$ cat src/rtl/uart_pkg.sv
// Shared types and helpers for the UART transmitter.
//   tx_state_t : transmitter FSM state encoding
//   calc_div() : rounded clock cycles per bit for a given clock and line rate
// Optional feature macro: UART_TX_PARITY_EN adds the StParity state.
package uart_pkg;

  typedef enum logic [2:0] {
    StIdle,
    StStart,
    StData,
`ifdef UART_TX_PARITY_EN
    StParity,
`endif
    StStop
  } tx_state_t;

  // Clock cycles per bit, rounded to nearest.
  function automatic int unsigned calc_div(input int unsigned clk_freq,
                                           input int unsigned baud);
    return (clk_freq + baud / 2) / baud;
  endfunction

  // Board defaults: 100 MHz clock, 115200 baud.
  localparam int unsigned DefDiv  = calc_div(100_000_000, 115_200);
  localparam int unsigned DefCntW = $clog2(DefDiv);

endpackage

$ cat src/rtl/uart_tx.sv
// UART transmitter core: baud counter, frame FSM and shift register.
// A one-cycle start_i pulse in idle latches data_i and sends one frame, LSB first.
// Optional feature macro: UART_TX_PARITY_EN inserts an even-parity bit before stop.
// Ports:
//   clk_i    in   system clock, rising edge
//   reset_n  in   asynchronous reset, active-high
//   start_i  in   one-cycle frame request, ignored while busy
//   data_i   in   payload, sampled on the accepted start
//   tx_o     out  registered serial line, idle high
//   busy_o   out  registered, high while a frame is in progress
module uart_tx
  import uart_pkg::*;
#(
  parameter int unsigned CLK_FREQ  = 100_000_000,
  parameter int unsigned BAUD      = 115_200,
  parameter int unsigned DATA_BITS = 8
) (
  input  logic                 clk_i,
  input  logic                 reset_n,
  input  logic                 start_i,
  input  logic [DATA_BITS-1:0] data_i,
  output logic                 tx_o,
  output logic                 busy_o
);

  localparam int unsigned Div  = calc_div(CLK_FREQ, BAUD);
  localparam int unsigned CntW = (Div > 1) ? $clog2(Div) : 1;
  localparam int unsigned BitW = (DATA_BITS > 1) ? $clog2(DATA_BITS) : 1;
  localparam logic [CntW-1:0] CntMax = CntW'(Div - 1);
  localparam logic [BitW-1:0] BitMax = BitW'(DATA_BITS - 1);

  tx_state_t              state_q, state_d;
  logic [CntW-1:0]        cnt_q, cnt_d;
  logic [BitW-1:0]        bit_q, bit_d;
  logic [DATA_BITS-1:0]   shift_q, shift_d;
  logic                   tx_q, tx_d;
  logic                   busy_q, busy_d;
  logic                   tick;
`ifdef UART_TX_PARITY_EN
  logic                   par_q, par_d;
`endif

  assign tick = (cnt_q == CntMax);

  // State register
  always_ff @(posedge clk_i or posedge reset_n) begin
    if (reset_n) begin
      state_q <= StIdle;
      cnt_q   <= '0;
      bit_q   <= '0;
      shift_q <= '0;
`ifdef UART_TX_PARITY_EN
      par_q   <= 1'b0;
`endif
      tx_q    <= 1'b1;
      busy_q  <= 1'b0;
    end else begin
      state_q <= state_d;
      cnt_q   <= cnt_d;
      bit_q   <= bit_d;
      shift_q <= shift_d;
`ifdef UART_TX_PARITY_EN
      par_q   <= par_d;
`endif
      tx_q    <= tx_d;
      busy_q  <= busy_d;
    end
  end

  // Next-state logic
  always_comb begin
    state_d = state_q;
    cnt_d   = cnt_q;
    bit_d   = bit_q;
    shift_d = shift_q;
`ifdef UART_TX_PARITY_EN
    par_d   = par_q;
`endif
    // Baud counter free-runs 0..Div-1 whenever a frame is in progress.
    if (state_q != StIdle) begin
      cnt_d = tick ? '0 : cnt_q + 1'b1;
    end
    unique case (state_q)
      StIdle: begin
        if (start_i) begin
          state_d = StStart;
          cnt_d   = '0;
          bit_d   = '0;
          shift_d = data_i;
`ifdef UART_TX_PARITY_EN
          par_d   = ^data_i;
`endif
        end
      end
      StStart: begin
        if (tick) state_d = StData;
      end
      StData: begin
        if (tick) begin
          if (bit_q == BitMax) begin
`ifdef UART_TX_PARITY_EN
            state_d = StParity;
`else
            state_d = StStop;
`endif
          end else begin
            shift_d = shift_q >> 1;
            bit_d   = bit_q + 1'b1;
          end
        end
      end
`ifdef UART_TX_PARITY_EN
      StParity: begin
        if (tick) state_d = StStop;
      end
`endif
      StStop: begin
        if (tick) state_d = StIdle;
      end
      default: state_d = StIdle;
    endcase
  end

  // Outputs are decoded from the next state so the registers change on the
  // same edge as the FSM, with no combinational path to the pins.
  always_comb begin
    tx_d   = 1'b1;
    busy_d = 1'b1;
    unique case (state_d)
      StIdle:   busy_d = 1'b0;
      StStart:  tx_d   = 1'b0;
      StData:   tx_d   = shift_d[0];
`ifdef UART_TX_PARITY_EN
      StParity: tx_d   = par_q;
`endif
      StStop:   tx_d   = 1'b1;
      default: begin
        tx_d   = 1'b1;
        busy_d = 1'b0;
      end
    endcase
  end

  assign tx_o   = tx_q;
  assign busy_o = busy_q;

endmodule

$ cat src/rtl/uart_tx_top.sv
// Board-level UART transmitter: each rising edge of the asynchronous send_i
// request transmits data_i as one serial frame on tx_o.
// Optional feature macro: UART_TX_PARITY_EN enables an even-parity bit.
// Ports:
//   clk_i    in   100 MHz board clock, rising edge
//   reset_n  in   asynchronous reset, active-high
//   send_i   in   asynchronous push-button request, rising edge starts a frame
//   data_i   in   payload from switches
//   tx_o     out  serial line to USB-UART bridge, idle high
//   busy_o   out  high while a frame is in progress
module uart_tx_top
  import uart_pkg::*;
#(
  parameter int unsigned CLK_FREQ  = 100_000_000,
  parameter int unsigned BAUD      = 115_200,
  parameter int unsigned DATA_BITS = 8
) (
  input  logic                 clk_i,
  input  logic                 reset_n,
  input  logic                 send_i,
  input  logic [DATA_BITS-1:0] data_i,
  output logic                 tx_o,
  output logic                 busy_o
);

  // [0],[1]: two-flop synchronizer; [2]: previous synchronized value for edge detect.
  logic [2:0] sync_q, sync_d;
  logic       start;

  assign sync_d = {sync_q[1:0], send_i};

  always_ff @(posedge clk_i or posedge reset_n) begin
    if (reset_n) begin
      sync_q <= '0;
    end else begin
      sync_q <= sync_d;
    end
  end

  assign start = sync_q[1] & ~sync_q[2];

  uart_tx #(
    .CLK_FREQ  (CLK_FREQ),
    .BAUD      (BAUD),
    .DATA_BITS (DATA_BITS)
  ) u_uart_tx (
    .clk_i   (clk_i),
    .reset_n (reset_n),
    .start_i (start),
    .data_i  (data_i),
    .tx_o    (tx_o),
    .busy_o  (busy_o)
  );

endmodule

$ cat config.mk
export PLATFORM = sky130hd
export DESIGN_NAME = uart_tx_top
export DESIGN_NICKNAME = d
export VERILOG_FILES = /design/src/rtl/uart_pkg.sv /design/src/rtl/uart_tx.sv /design/src/rtl/uart_tx_top.sv
export SDC_FILE = /design/constraint.sdc
export NUM_CORES = 1
export LEC_CHECK = 0
export BUFFER_PORTS_ARGS = -buffer_cell sky130_fd_sc_hd__buf_4
export CAP_MARGIN = 20
export CORE_MARGIN = 8
export CORE_UTILIZATION = 57
export CTS_CLUSTER_DIAMETER = 30
export DETAILED_ROUTE_END_ITERATION = 8
export GPL_ROUTABILITY_DRIVEN = 0
export PLACE_DENSITY = 0.79
export SLEW_MARGIN = 20
export SYNTH_ARGS = -nofsm -noshare
export SYNTH_HDL_FRONTEND = slang
export SYNTH_HIERARCHICAL = 1
export SYNTH_SLANG_ARGS = --single-unit
$ cat constraint.sdc
create_clock -name clk_i -period 2.2 [get_ports clk_i]
set_input_delay 0.22 -clock clk_i [delete_from_list [all_inputs] [get_ports clk_i]]
set_output_delay 0.22 -clock clk_i [all_outputs]
set_load 0.005 [all_outputs]
==> impl_metrics.env <==
export IMPL_crit_type="flop to flop"
export IMPL_grt_pass1_wl_mm=4.95
export IMPL_ir_drop_mv=0.608
export IMPL_maxCapViolations=0
export IMPL_post_cts_repair_setup_buffers=0
export IMPL_cp_top_family="simple AND/OR/NAND/NOR gates"
export IMPL_fmax_mhz=476
export IMPL_clk_pin_slew_worst_paths_ns=0.08
export IMPL_syn_inst=149
export IMPL_maxSlewViolCount=0
export IMPL_synth_top_area_share_pct=48.3
export IMPL_hold_class="input port to flop"
export IMPL_vias=1161
export IMPL_rows=18
export IMPL_gr_total_overflow=0
export IMPL_coreArea_sq_mm=0.00245
export IMPL_slowest_delay_ns=0.55
export IMPL_path_max_fanout=6
export IMPL_setup_viol=0
export IMPL_synth_seq_cells=29
export IMPL_clock_sink_count=29
export IMPL_io_buffers=12
export IMPL_leakage_nw=0.778
export IMPL_vias_per_cell=5.78
export IMPL_cp_end_kind="flop"
export IMPL_p_per_area_mw_per_mm2=676
export IMPL_antennaDiodeCount=0
export IMPL_grt_pass1_vias=1126
export IMPL_synth_most_common_cell="nand2_1"
export IMPL_async_flop_share_pct=100
export IMPL_grt_max_degree=27
export IMPL_cts_inserted_buffers=5
export IMPL_worstSkewPairLatency_ns=0.32
export IMPL_yosys_cell_types_count=41
export IMPL_synth_edf_count=0
export IMPL_initial_core_util_pct=59.1
export IMPL_die_area_sq_mm=0.00441
export IMPL_synth_nets=163
export IMPL_tritoncts="done"
export IMPL_finalCritPeriodShare_pct=95.5
export IMPL_layout_min_cycle_time_ns=2.10
export IMPL_drt_total_wl_mm=2.92
export IMPL_required_ns=2.41
export IMPL_grt_usage_pct=15.1
export IMPL_antenna_found_initial=0
export IMPL_hold_violations=0
export IMPL_ioPinCount=13
export IMPL_crit_chain="ha_1, ha_1, or4bb_1, nor4_4, nor2_2, buf_4, nand2_1, nand2_1"
export IMPL_num_fill_cells=181
export IMPL_drive_above_1_share_pct=21.1
export IMPL_die_h_um=66.4
export IMPL_cp_arrival_ns=2.31
export IMPL_avgSynthCellArea_sq_um=9.73
export IMPL_setup_tns_ns=0
export IMPL_die_x_um=66.4
export IMPL_h_tree_depth=2
export IMPL_multi_input_area_sq_um=688
export IMPL_dpl_hpwl_mm=2.11
export IMPL_route_detailed_drc=0
export IMPL_synthFlopType="dfrtp_1"
export IMPL_yosys_area_top_type="dfrtp_1"
export IMPL_finalPower_mw=1.14
export IMPL_first_pass_iters=4
export IMPL_synthTopCellsByCount="nand2_1 (31), dfrtp_1 (28), o21ai_0 (13)"
export IMPL_synth_area_leaders="dfrtp_1 (48%), nand2_1 (8.0%), o21ai_0 (4.5%)"
export IMPL_ys_seq_area_share_pct=50.1
export IMPL_wire_per_inst_um=14.5
export IMPL_fin_cells=201
export IMPL_cts_root_buffer="clkbuf_4"
export IMPL_finClkSkew_ns=0.00320
export IMPL_area_growth_pct=16.5
export IMPL_cpMaxStageDelayCell="or4bb_1"
export IMPL_yosys_warnings=6
export IMPL_start_kind="flop"
export IMPL_outcome="complete, no violations"
export IMPL_fin_nets=185
export IMPL_cp_num_buf_inv=1
export IMPL_synth_area_sq_mm=0.00145
export IMPL_numPlacedInstances=192
export IMPL_drt_iter0_drc=62
export IMPL_rsz0062_at_grt="true"
export IMPL_cts_buffer_depth=2
export IMPL_regArea_sq_um=727
export IMPL_drtAntennaViolNets=0
through the flow:
| step | hold WS (ns) | setup WS (ns) | instance area, sq um | util [%] |
|---|---|---|---|---|
| after CTS | 0.0905 | 0.0676 | 1670 | 68.2 |
| final | 0.117 | 0.0988 | 1690 | 68.8 |
| after floorplan | -0.0264 | 0.242 | 1450 | - |
| after detailed placement | 0.107 | 0.0939 | 1600 | 65.1 |
| after global placement | 0.0990 | 0.153 | 1600 | 65.1 |
| after global routing | 0.111 | 0.00715 | 1690 | 68.8 |
what timing repair did:
item,CTS,global route
endpoints found under the setup margin,0,5
endpoints found under the hold margin,29,0
gates resized for setup,0,3
hold buffers,2,0
logic make-up (layout without fill, tap and decap cells):
kind of cell,after synthesis,count (layout),synth area share [%]
adder cells (fa/ha/maj),3,3,2.59
multiplexers,2,2,1.47
other,1,1,0.259
AND/OR/NAND/NOR,66,66,23.3
buffers and inverters,10,32,3.19
flip-flops,29,29,50.1
AO/OA/AOI/OAI,35,35,17.3
XOR/XNOR,3,3,1.81
layout make-up:
type | instances | area share [%]
well taps | 30 | 2.22
flip-flops and latches | 29 | 43.0
inverters | 4 | 0.889
multi-input cells | 110 | 40.7
repair buffers | 21 | 9.85
clock buffers | 7 | 3.26
cells in the final DEF, fill, tap and decap left out, types with 3 or more instances in the layout:
cell type  Yosys  final
buf_4          1     18
ha_1           3      3
xor2_1         3      3
nor2_1        11     10
nand2_1       31     31
o21ai_0       13     13
nand3_1        4      4
a22oi_1        7      7
inv_1          4      4
a22o_1         3      3
dfrtp_1       28     28
nor3_1         5      5
clkbuf_4       0      5
final timing paths:
check | slack (ns) | cells after the start | endpoint | start
setup / recovery | 0.1 | 8 | u_uart_tx/shift_q[3] | u_uart_tx/bit_q[0]
hold / removal | 0.12 | 3 | u_uart_tx/shift_q[7] | data_i[7]
setup reg to reg | 0.1 | 8 | u_uart_tx/shift_q[3] | u_uart_tx/bit_q[0]
hold reg to reg | 0.36 | 0 | sync_q[1] | sync_q[0]
max in group asynchronous | 1.38 | 4 | u_uart_tx/tx_o | reset_n
min in group asynchronous | 0.33 | 3 | sync_q[2] | reset_n
report_power, final:
part	switching (mW)	total [mW]	internal, mW
Combinational	0.0911	0.174	0.0825
Sequential	0.0574	0.650	0.593
Clock	0.168	0.319	0.150
Total	0.317	1.14	0.826
routing by layer:
layer	routed length, um	global-route usage, %
met3	180	4.41
met1	1230	16.2
met4	44	12.0
met5	0	0
met2	1470	24.1
tightest hold or removal path: stages:
cell	delay, ns
buf_4	0.08
nand2_1	0.03
o21ai_0	0.07
registers in the layout, summed over array words and instances, names as in the netlist:
signal and flops:
u_uart_tx/cnt_q 10, u_uart_tx/shift_q 8, sync_q 3, u_uart_tx/bit_q 3, u_uart_tx/state_q 3, u_uart_tx/busy_o 1, u_uart_tx/tx_o 1
Note: power is estimated with default switching activity, not from simulation.
